--- src/rtl/cpu_dbg_pkg.sv ---
// rtl/cpu_dbg_pkg.sv - shared encodings for the CPU run/debug controller
package cpu_dbg_pkg;

    typedef enum logic [1:0] {
        ST_IDLE = 2'd0,
        ST_RUN  = 2'd1,
        ST_STEP = 2'd2,
        ST_HALT = 2'd3
    } run_state_t;

    typedef enum logic [2:0] {
        CAUSE_NONE       = 3'd0,
        CAUSE_HALT_REQ   = 3'd1,
        CAUSE_BREAKPOINT = 3'd2,
        CAUSE_HALT_INSTR = 3'd3,
        CAUSE_TIMEOUT    = 3'd4,
        CAUSE_STEP_DONE  = 3'd5
    } stop_cause_t;

    localparam logic [31:0] DEFAULT_HALT_INSTR = 32'hFFFF_FFFF;

endpackage

--- src/rtl/cpu_bp_match.sv ---
// rtl/cpu_bp_match.sv - breakpoint slot registers and PC comparator bank
module cpu_bp_match #(
    parameter int ADDR_W   = 32,
    parameter int NUM_BP   = 4,
    parameter int BP_IDX_W = 2
) (
    input  logic                clk,
    input  logic                rst,
    input  logic [ADDR_W-1:0]   pc,
    input  logic                we,
    input  logic [BP_IDX_W-1:0] idx,
    input  logic [ADDR_W-1:0]   addr,
    input  logic                en,
    output logic                hit,
    output logic [BP_IDX_W-1:0] hit_idx
);

    logic [ADDR_W-1:0] slot_addr [NUM_BP];
    logic [NUM_BP-1:0] slot_en;
    logic [NUM_BP-1:0] match;

    // Slot storage; indices with no backing slot never match the loop and are dropped
    always_ff @(posedge clk) begin
        if (rst) begin
            for (int i = 0; i < NUM_BP; i++) begin
                slot_addr[i] <= '0;
            end
            slot_en <= '0;
        end else begin
            for (int i = 0; i < NUM_BP; i++) begin
                if (we && (idx == BP_IDX_W'(i))) begin
                    slot_addr[i] <= addr;
                    slot_en[i]   <= en;
                end
            end
        end
    end

    // Compare against the registered slots, so a write this cycle does not affect the match
    always_comb begin
        match   = '0;
        hit_idx = '0;
        for (int i = 0; i < NUM_BP; i++) begin
            match[i] = slot_en[i] && (slot_addr[i] == pc);
        end
        for (int i = NUM_BP - 1; i >= 0; i--) begin
            if (match[i]) begin
                hit_idx = BP_IDX_W'(i);
            end
        end
        hit = |match;
    end

endmodule

--- src/rtl/cpu_run_ctrl.sv ---
// rtl/cpu_run_ctrl.sv - run/step/halt controller producing the CPU advance enable
module cpu_run_ctrl
    import cpu_dbg_pkg::*;
#(
    parameter int          ADDR_W     = 32,
    parameter int          NUM_BP     = 4,
    parameter int          BP_IDX_W   = 2,
    parameter int          CNT_W      = 32,
    parameter int          MAX_CYCLES = 500,
    parameter logic [31:0] HALT_INSTR = DEFAULT_HALT_INSTR
) (
    input  logic                CLOCK_50,
    input  logic                Reset,
    input  logic                Run,
    input  logic                resume,
    input  logic                step,
    input  logic                halt_req,
    input  logic [ADDR_W-1:0]   pc,
    input  logic [31:0]         instr,
    input  logic                bp_we,
    input  logic [BP_IDX_W-1:0] bp_idx,
    input  logic [ADDR_W-1:0]   bp_addr,
    input  logic                bp_en,
    output logic                cpu_en,
    output logic [1:0]          state,
    output logic                halted,
    output logic [2:0]          stop_cause,
    output logic [BP_IDX_W-1:0] bp_hit_idx,
    output logic [CNT_W-1:0]    cycle_cnt,
    output logic [CNT_W-1:0]    instr_cnt
);

    localparam logic [CNT_W-1:0] CNT_MAX = '1;

    run_state_t          cur_state;
    stop_cause_t         cause_q;
    stop_cause_t         run_cause;
    logic                skip_bp;
    logic                bp_hit;
    logic [BP_IDX_W-1:0] bp_hit_lowest;
    logic                is_halt_instr;
    logic                timed_out;
    logic                stop_now;

    cpu_bp_match #(
        .ADDR_W   (ADDR_W),
        .NUM_BP   (NUM_BP),
        .BP_IDX_W (BP_IDX_W)
    ) u_bp_match (
        .clk     (CLOCK_50),
        .rst     (Reset),
        .pc      (pc),
        .we      (bp_we),
        .idx     (bp_idx),
        .addr    (bp_addr),
        .en      (bp_en),
        .hit     (bp_hit),
        .hit_idx (bp_hit_lowest)
    );

    assign is_halt_instr = (instr == HALT_INSTR);
    assign timed_out     = (MAX_CYCLES != 0) && (cycle_cnt >= CNT_W'(MAX_CYCLES));
    assign stop_now      = (run_cause != CAUSE_NONE);
    assign state         = cur_state;
    assign stop_cause    = cause_q;

    // Highest-priority reason to stop the instruction currently at pc while running
    always_comb begin
        run_cause = CAUSE_NONE;
        if (halt_req) begin
            run_cause = CAUSE_HALT_REQ;
        end else if (bp_hit && !skip_bp) begin
            run_cause = CAUSE_BREAKPOINT;
        end else if (is_halt_instr) begin
            run_cause = CAUSE_HALT_INSTR;
        end else if (timed_out) begin
            run_cause = CAUSE_TIMEOUT;
        end
    end

    // Same-cycle advance enable; a stopping instruction is never executed
    always_comb begin
        cpu_en = 1'b0;
        if (!Reset) begin
            case (cur_state)
                ST_RUN:  cpu_en = !stop_now;
                ST_STEP: cpu_en = !is_halt_instr;
                default: cpu_en = 1'b0;
            endcase
        end
    end

    // Saturating cycle and retired-instruction counters
    always_ff @(posedge CLOCK_50) begin
        if (Reset) begin
            cycle_cnt <= '0;
            instr_cnt <= '0;
        end else begin
            if ((cur_state == ST_RUN) && (cycle_cnt != CNT_MAX)) begin
                cycle_cnt <= cycle_cnt + CNT_W'(1);
            end
            if (cpu_en && (instr_cnt != CNT_MAX)) begin
                instr_cnt <= instr_cnt + CNT_W'(1);
            end
        end
    end

    // Run-control state machine with registered status outputs
    always_ff @(posedge CLOCK_50) begin
        if (Reset) begin
            cur_state  <= ST_IDLE;
            halted     <= 1'b0;
            cause_q    <= CAUSE_NONE;
            bp_hit_idx <= '0;
            skip_bp    <= 1'b0;
        end else begin
            case (cur_state)
                ST_IDLE: begin
                    if (step) begin
                        cur_state <= ST_STEP;
                    end else if (Run) begin
                        cur_state <= ST_RUN;
                    end
                end
                ST_RUN: begin
                    skip_bp <= 1'b0;
                    if (stop_now) begin
                        cur_state <= ST_HALT;
                        halted    <= 1'b1;
                        cause_q   <= run_cause;
                        if (run_cause == CAUSE_BREAKPOINT) begin
                            bp_hit_idx <= bp_hit_lowest;
                        end
                    end else if (!Run) begin
                        cur_state <= ST_IDLE;
                    end
                end
                ST_STEP: begin
                    cur_state <= ST_HALT;
                    halted    <= 1'b1;
                    cause_q   <= is_halt_instr ? CAUSE_HALT_INSTR : CAUSE_STEP_DONE;
                end
                ST_HALT: begin
                    if (step) begin
                        cur_state <= ST_STEP;
                        halted    <= 1'b0;
                    end else if (resume) begin
                        cur_state <= ST_RUN;
                        halted    <= 1'b0;
                        skip_bp   <= 1'b1;
                    end else if (!Run) begin
                        cur_state <= ST_IDLE;
                        halted    <= 1'b0;
                    end
                end
            endcase
        end
    end

endmodule

--- config.mk ---
export PLATFORM = sky130hd
export DESIGN_NAME = cpu_run_ctrl
export DESIGN_NICKNAME = d
export VERILOG_FILES = /design/src/rtl/cpu_dbg_pkg.sv /design/src/rtl/cpu_bp_match.sv /design/src/rtl/cpu_run_ctrl.sv
export SDC_FILE = /design/constraint.sdc
export NUM_CORES = 1
export LEC_CHECK = 0
export CORE_MARGIN = 8
export CORE_UTILIZATION = 54
export CTS_CLUSTER_SIZE = 10
export DETAILED_ROUTE_END_ITERATION = 10
export GPL_TIMING_DRIVEN = 0
export PLACE_DENSITY = 0.81
export REMOVE_ABC_BUFFERS = 1
export SYNTH_ARGS = -nofsm -noshare
export SYNTH_HDL_FRONTEND = slang
export SYNTH_SLANG_ARGS = --single-unit
--- constraint.sdc ---
create_clock -name CLOCK_50 -period 4.9 [get_ports CLOCK_50]
set_input_delay 1.225 -clock CLOCK_50 [delete_from_list [all_inputs] [get_ports CLOCK_50]]
set_output_delay 1.225 -clock CLOCK_50 [all_outputs]
set_load 0.02 [all_outputs]
Yosys cells after proc, flatten, opt, wreduce, memory -nomap -nowiden. Memory sizes are Yosys's and may differ from the RTL's. Cells that the tools add are included.

Register bits: 77. Memory bits (writable): 128. Input port bits: 106. Output and inout port bits: 73. Word-level logic and storage cells: 109. Memories: 1.

Add/subtract/negate cells: 2. Order comparisons: 1. Equality and inequality tests: 19. Mux-type cells: 46. Bitwise gates (word level): 4. Reduce and logical (&&, ||, !) cells: 25.

Memory list: u_bp_match.slot_addr (depth 4, width 32, read ports 4, clocked after Yosys merged registers in 0, wr ports 4, line cpu_bp_match.sv:18) `logic [ADDR_W-1:0] slot_addr [NUM_BP];`.

Operator list (count): 32-bit equality test (4); 32-bit two-way mux (4); 32-bit by 1-bit adder with 32-bit output (second input constant) (2); 32-bit != test (second input constant) (2); 32-bit equality test (second input constant) (1); 32-bit by 9-bit >= comparator with 1-bit output (second input constant) (1); 1-bit two-way mux (21); 2-bit two-way mux (10); 3-bit two-way mux (6); 1-bit logical AND (11); 3-bit AND reduction (3); 2-bit equality test (second input constant) (4); 2-bit case mux with 4 select lines (1); 2-bit != test (second input constant) (3); 3-bit case mux with 2 select lines (1); 3-bit nonzero test (2); 2-bit by 1-bit equality test with 1-bit output (second input constant) (2); 2-bit logical NOT (2); 4-bit != test (second input constant) (1); 1-bit bitwise OR (4); 1-bit case mux with 2 select lines (2); 2-bit nonzero test (2); 4-bit OR reduction (1); 3-bit by 2-bit equality test with 1-bit output (second input constant) (1); 4 further kinds (6).

Longest topological paths before layout.
Word-level depth: 11. Depth in mapped cells: 11. Gate-level depth less buffers: 9.

Hierarchy. Synthesis repeated with hierarchy kept, for this count alone.

Cell total of the unflattened synthesis: 977. Area total of the unflattened synthesis: 10376.2 um2.

By module, submodules not included: cpu_bp_match (times used 1, cells each 484, area each 6369.9 um2, sequential area each 3923.8 um2); cpu_run_ctrl (times used 1, cells each 493, area each 4006.3 um2, sequential area each 1461.4 um2).

Least setup slack after synthesis. OpenSTA, ideal clock, no wires.

Path kind: input to output. Start: input pc[20]. End: output cpu_en. Data arrival time: 3022 ps. Data required time: 3675 ps. Setup slack: 653 ps. Cell stages on the path: 9. Buffers on the path: 2. Path through: xor2_1 > nor4_1 > nand3_1 > or4_4 > a41oi_4 > o31a_4 > buf_4 > buf_2 > nor2_1.

Cells in the longest elaborated chain, start to end: 10. Elaborated cells on any way between the ends: 16. Classes of those cells: eq/ne: 4; mux: 4; reduce/logical: 8.

RTL lines: start, declared (line cpu_run_ctrl.sv:18) `input logic [ADDR_W-1:0] pc,`; 32-bit equality test (line cpu_bp_match.sv:44) `match[i] = slot_en[i] && (slot_addr[i] == pc);`; 1-bit logical AND (line cpu_bp_match.sv:44); 4-bit OR reduction (*) (line cpu_bp_match.sv:51) `hit = |match;`; 1-bit logical AND (*) (line cpu_run_ctrl.sv:72) `end else if (bp_hit && !skip_bp) begin`; 3-bit two-way mux (*) (line cpu_run_ctrl.sv:72); 3-bit two-way mux (*) (line cpu_run_ctrl.sv:70) `if (halt_req) begin`; 3-bit nonzero test (*) (line cpu_run_ctrl.sv:63) `assign stop_now = (run_cause != CAUSE_NONE);`; 1-bit logical NOT (*) (line cpu_run_ctrl.sv:86) `ST_RUN: cpu_en = !stop_now;`; 1-bit case mux with 2 select lines (*) (line cpu_run_ctrl.sv:85) `case (cur_state)`; 1-bit two-way mux (*) (line cpu_run_ctrl.sv:84) `if (!Reset) begin`; end, declared (line cpu_run_ctrl.sv:24) `output logic cpu_en,`.

Mark *: on every way between the ends. The rest lies on a longest branch, timed or not.

Worst setup path in the final report.
Start: input pc[18]. End: output cpu_en.

The elaborated chain is that of the path after synthesis.

==> impl_metrics.toml <==
[final_layout]
finalNonFillerCells = 1390
nets = 1251
area_delta_synth_final_pct = 26.9
nFillCells = 1405
drive_gt1_share_pct = 6.67
fin_util_pct = 69.9

[synth]
synth_ff_type = "edfxtp_1"
async_flop_share_pct = 0
syn_area_per_cell_um2 = 10.8
postSynthCellCount = 961
ys_warn_count = 0
synth.largest_area_cell = "edfxtp_1"
ys_types = 56
ys_ff_latch = 205
synth_edf_count = 128
synth_top_area_share_pct = 37.2
synth_area_leaders = "edfxtp_1, dfxtp_1, and2_1"
yosysSeqAreaShare_pct = 52.1
netlist_area_um2 = 10300

[cts]
cts_tree = "built"
cts.sinks = 205
cts_inserted_buffers = 24
clockBufferDepth = 3
clk_pin_slew_ns = 0.06
cts_root_buf = "clkbuf_16"
insertion_delay_ns = 0.51
cts_max_level = 1

[min_path]
hp-class = "register to register"

[timing]
timing.fmax_ghz = 0.206
fin_crit_ns = 4.85
finClkSkew_ns = 0.0174
rsz0062_at_grt = "false"
hold_viol = 0
layout_setup_ws_ns = 0.0464
relSlewSlack_pct = 15.1
tightestPinTransition_ns = 1.27
drv_slew = 0
whs_ns = 0.471
setup_viol = 0
period_share_pct = 99.1

[grt]
grtUsageTotal_pct = 22.3
antenna_found_initial = 5
gr-total-overflow = 0
grt_pass1_wl_um = 42500
first_global_vias = 7873
grt_max_degree = 84

[setup_path]
cp-start-kind = "primary input"
critPathRequiredTime_ns = 3.67
crit_fanout = 4
critPathBufInv = 2
critical_path_class = "primary input to output port"
crit_chain = "clkdlybuf4s50_1 > xor2_1 > a2111o_1 > or4_4 > a41oi_4 > o31a_4 > nor2_1 > clkdlybuf4s15_2"
max_stage_delay_ns = 0.53
slowest_stage = "clkdlybuf4s50_1"
crit_family = "buffers and inverters"
cp_data_arrival_time_ns = 3.63
critPathCaptureType = "output port"

[die]
fp.coreArea_um2 = 18800
initial_utilization_pct = 55.1
die_y_um = 154
io_pins = 179
row_count = 50
die-area_um2 = 23800
chipWidth_um = 154

[power_and_ir_drop]
max-vdd-ir-drop_mv = 0.251
power_mw = 4.15
intPower_mw = 3.13
power_leakage_nw = 4.61
seqPwrFrac_pct = 47.8
clkPwrFrac_pct = 39.0
power_density_nw_per_um2 = 317
swShare_pct = 24.8
switchingPower_mw = 1.03
p_comb_share_pct = 13.2

[status]
run_status = "complete, no violations"

[route]
drt_iter0_drc = 613
routed_wl_um = 27400
antenna_left = 0
routed_via_density = 5.81
drt_pass1_iterations = 5
via_count = 8070
routedWlPerCell_um = 19.7
drc = 0

[placed_design]
placed_cells = 1339
dp_slack_ns = -1.01
gp_congestion = 0.858
dp_hpwl_um = 18800
numPortBuffers = 178

[job]
cap_viol_max_count = 0
## placed cells by master (no fill, tap or decap), types with 9 or more instances in the layout
cell type,netlist,layout
clkdlybuf4s50_1,0,148
and2_1,134,134
edfxtp_1,128,128
xor2_1,90,90
dfxtp_1,77,77
xnor2_1,67,66
nor2_1,64,63
nand4_1,50,50
nand2_1,48,44
a21oi_1,33,33
nand3_1,32,32
clkbuf_16,0,25
dlygate4sd2_1,0,21
inv_1,18,18
o21ai_0,18,18
clkbuf_1,27,17
o31ai_1,16,16
nor4_1,24,14
nor2b_1,13,13
nor4_2,4,13
or4_1,13,13
nor3_1,13,11
and3_1,9,9
## through the flow
step | instance area (µm²) | setup TNS, ns
floorplan | 10100 | 0
global placement | 12200 | -489.82
detailed placement | 12300 | -1.01
CTS | 13100 | 0
global route | 13100 | 0
finish | 13100 | 0
## worst reg2reg max path, delay by kind of cell, from the launching register on
kind	cells	cell delay, ns
and+or+nand+nor	6	2.09
DFF	1	0.47
muxes	1	0.33
## cell type report
type / count / area, µm² / share of cell area (%)
clock buffer: 43 / 703 / 5.36
inverter: 19 / 71.3 / 0.544
tap: 234 / 293 / 2.23
multi-input combinational: 702 / 4820 / 36.8
timing repair buffer: 185 / 1840 / 14.0
sequential: 205 / 5390 / 41.1
antenna: 2 / 5.00 / 0.0382
## registers in the layout (all words and copies together), names as in the netlist
signal and flops:
u_bp_match.slot_addr 128, cycle_cnt 32, instr_cnt 32, u_bp_match.slot_en 4
stop_cause 3, bp_hit_idx 2, state 2, halted 1
skip_bp 1
## cells by family after synthesis
group                    Yosys count  synth area share [%]
AO/OA/AOI/OAI                     85                  5.31
multiplexers                      11                  1.39
adder cells (fa/ha/maj)            8                 0.968
buffers and inverters             56                  2.51
flip-flops                       205                  52.1
XOR/XNOR                         157                  13.3
AND/OR/NAND/NOR                  439                  24.4
## layer usage
layer | share of wire (%) | up-vias | global-route usage, %
met1 | 43 | 3943 | 29.4
met4 | 1.9 | 6 | 7.19
met3 | 7.8 | 39 | 5.66
met5 | 0.12 | - | 0
met2 | 47 | 301 | 35.4
li1 | - | 3781 | -
## synth_stat cells, types with 3 or more instances
| library cell | n |
|---|---|
| nand2b_1 | 3 |
| and2_1 | 134 |
| o31ai_1 | 16 |
| nand2_1 | 48 |
| nor4_1 | 24 |
| nor3b_1 | 4 |
| a21oi_1 | 33 |
| inv_1 | 18 |
| edfxtp_1 | 128 |
| or4_1 | 13 |
| and4_1 | 6 |
| nor4b_1 | 4 |
| nor3_1 | 13 |
| or3_1 | 9 |
| nor4_2 | 4 |
| xor2_1 | 90 |
| nor2b_1 | 13 |
| mux2_4 | 6 |
| clkbuf_1 | 27 |
| o21ai_0 | 18 |
| ha_1 | 8 |
| nor2_1 | 64 |
| and3_1 | 9 |
| xnor2_1 | 67 |
| nand4_1 | 50 |
| nand3_1 | 32 |
| buf_6 | 3 |
| buf_2 | 5 |
| dfxtp_1 | 77 |
## path summary, 6_finish.rpt
check / startpoint / cells past startpoint / end / slack, ns
setup / recovery: pc[18] / 8 / cpu_en / 0.05
hold / removal: halted / 2 / halted / 0.47
setup reg to reg: instr_cnt[3] / 7 / instr_cnt[23] / 1.89
hold reg to reg: halted / 2 / halted / 0.47
## power groups by stage
stage | logic (mW) | clock network [mW] | registers (mW)
2_1_floorplan | 0.244 | 0 | 2.03
3_3_place_gp | 0.507 | 0 | 2.02
3_5_place_dp | 0.520 | 0 | 2.02
4_1_cts | 0.543 | 1.64 | 1.99
5_1_grt | 0.590 | 1.71 | 2.00
6_report | 0.546 | 1.62 | 1.99
## what timing repair did
item                                    4_1_cts  5_1_grt
endpoints found under the setup margin        1        1
hold buffers                                  0        0
pin swaps                                    10        8
endpoints found under the hold margin         0        0
resized for setup                            36       10
buffers inserted                              3        1
gates cloned                                  2        0
Note: power is estimated with default switching activity, not from simulation.
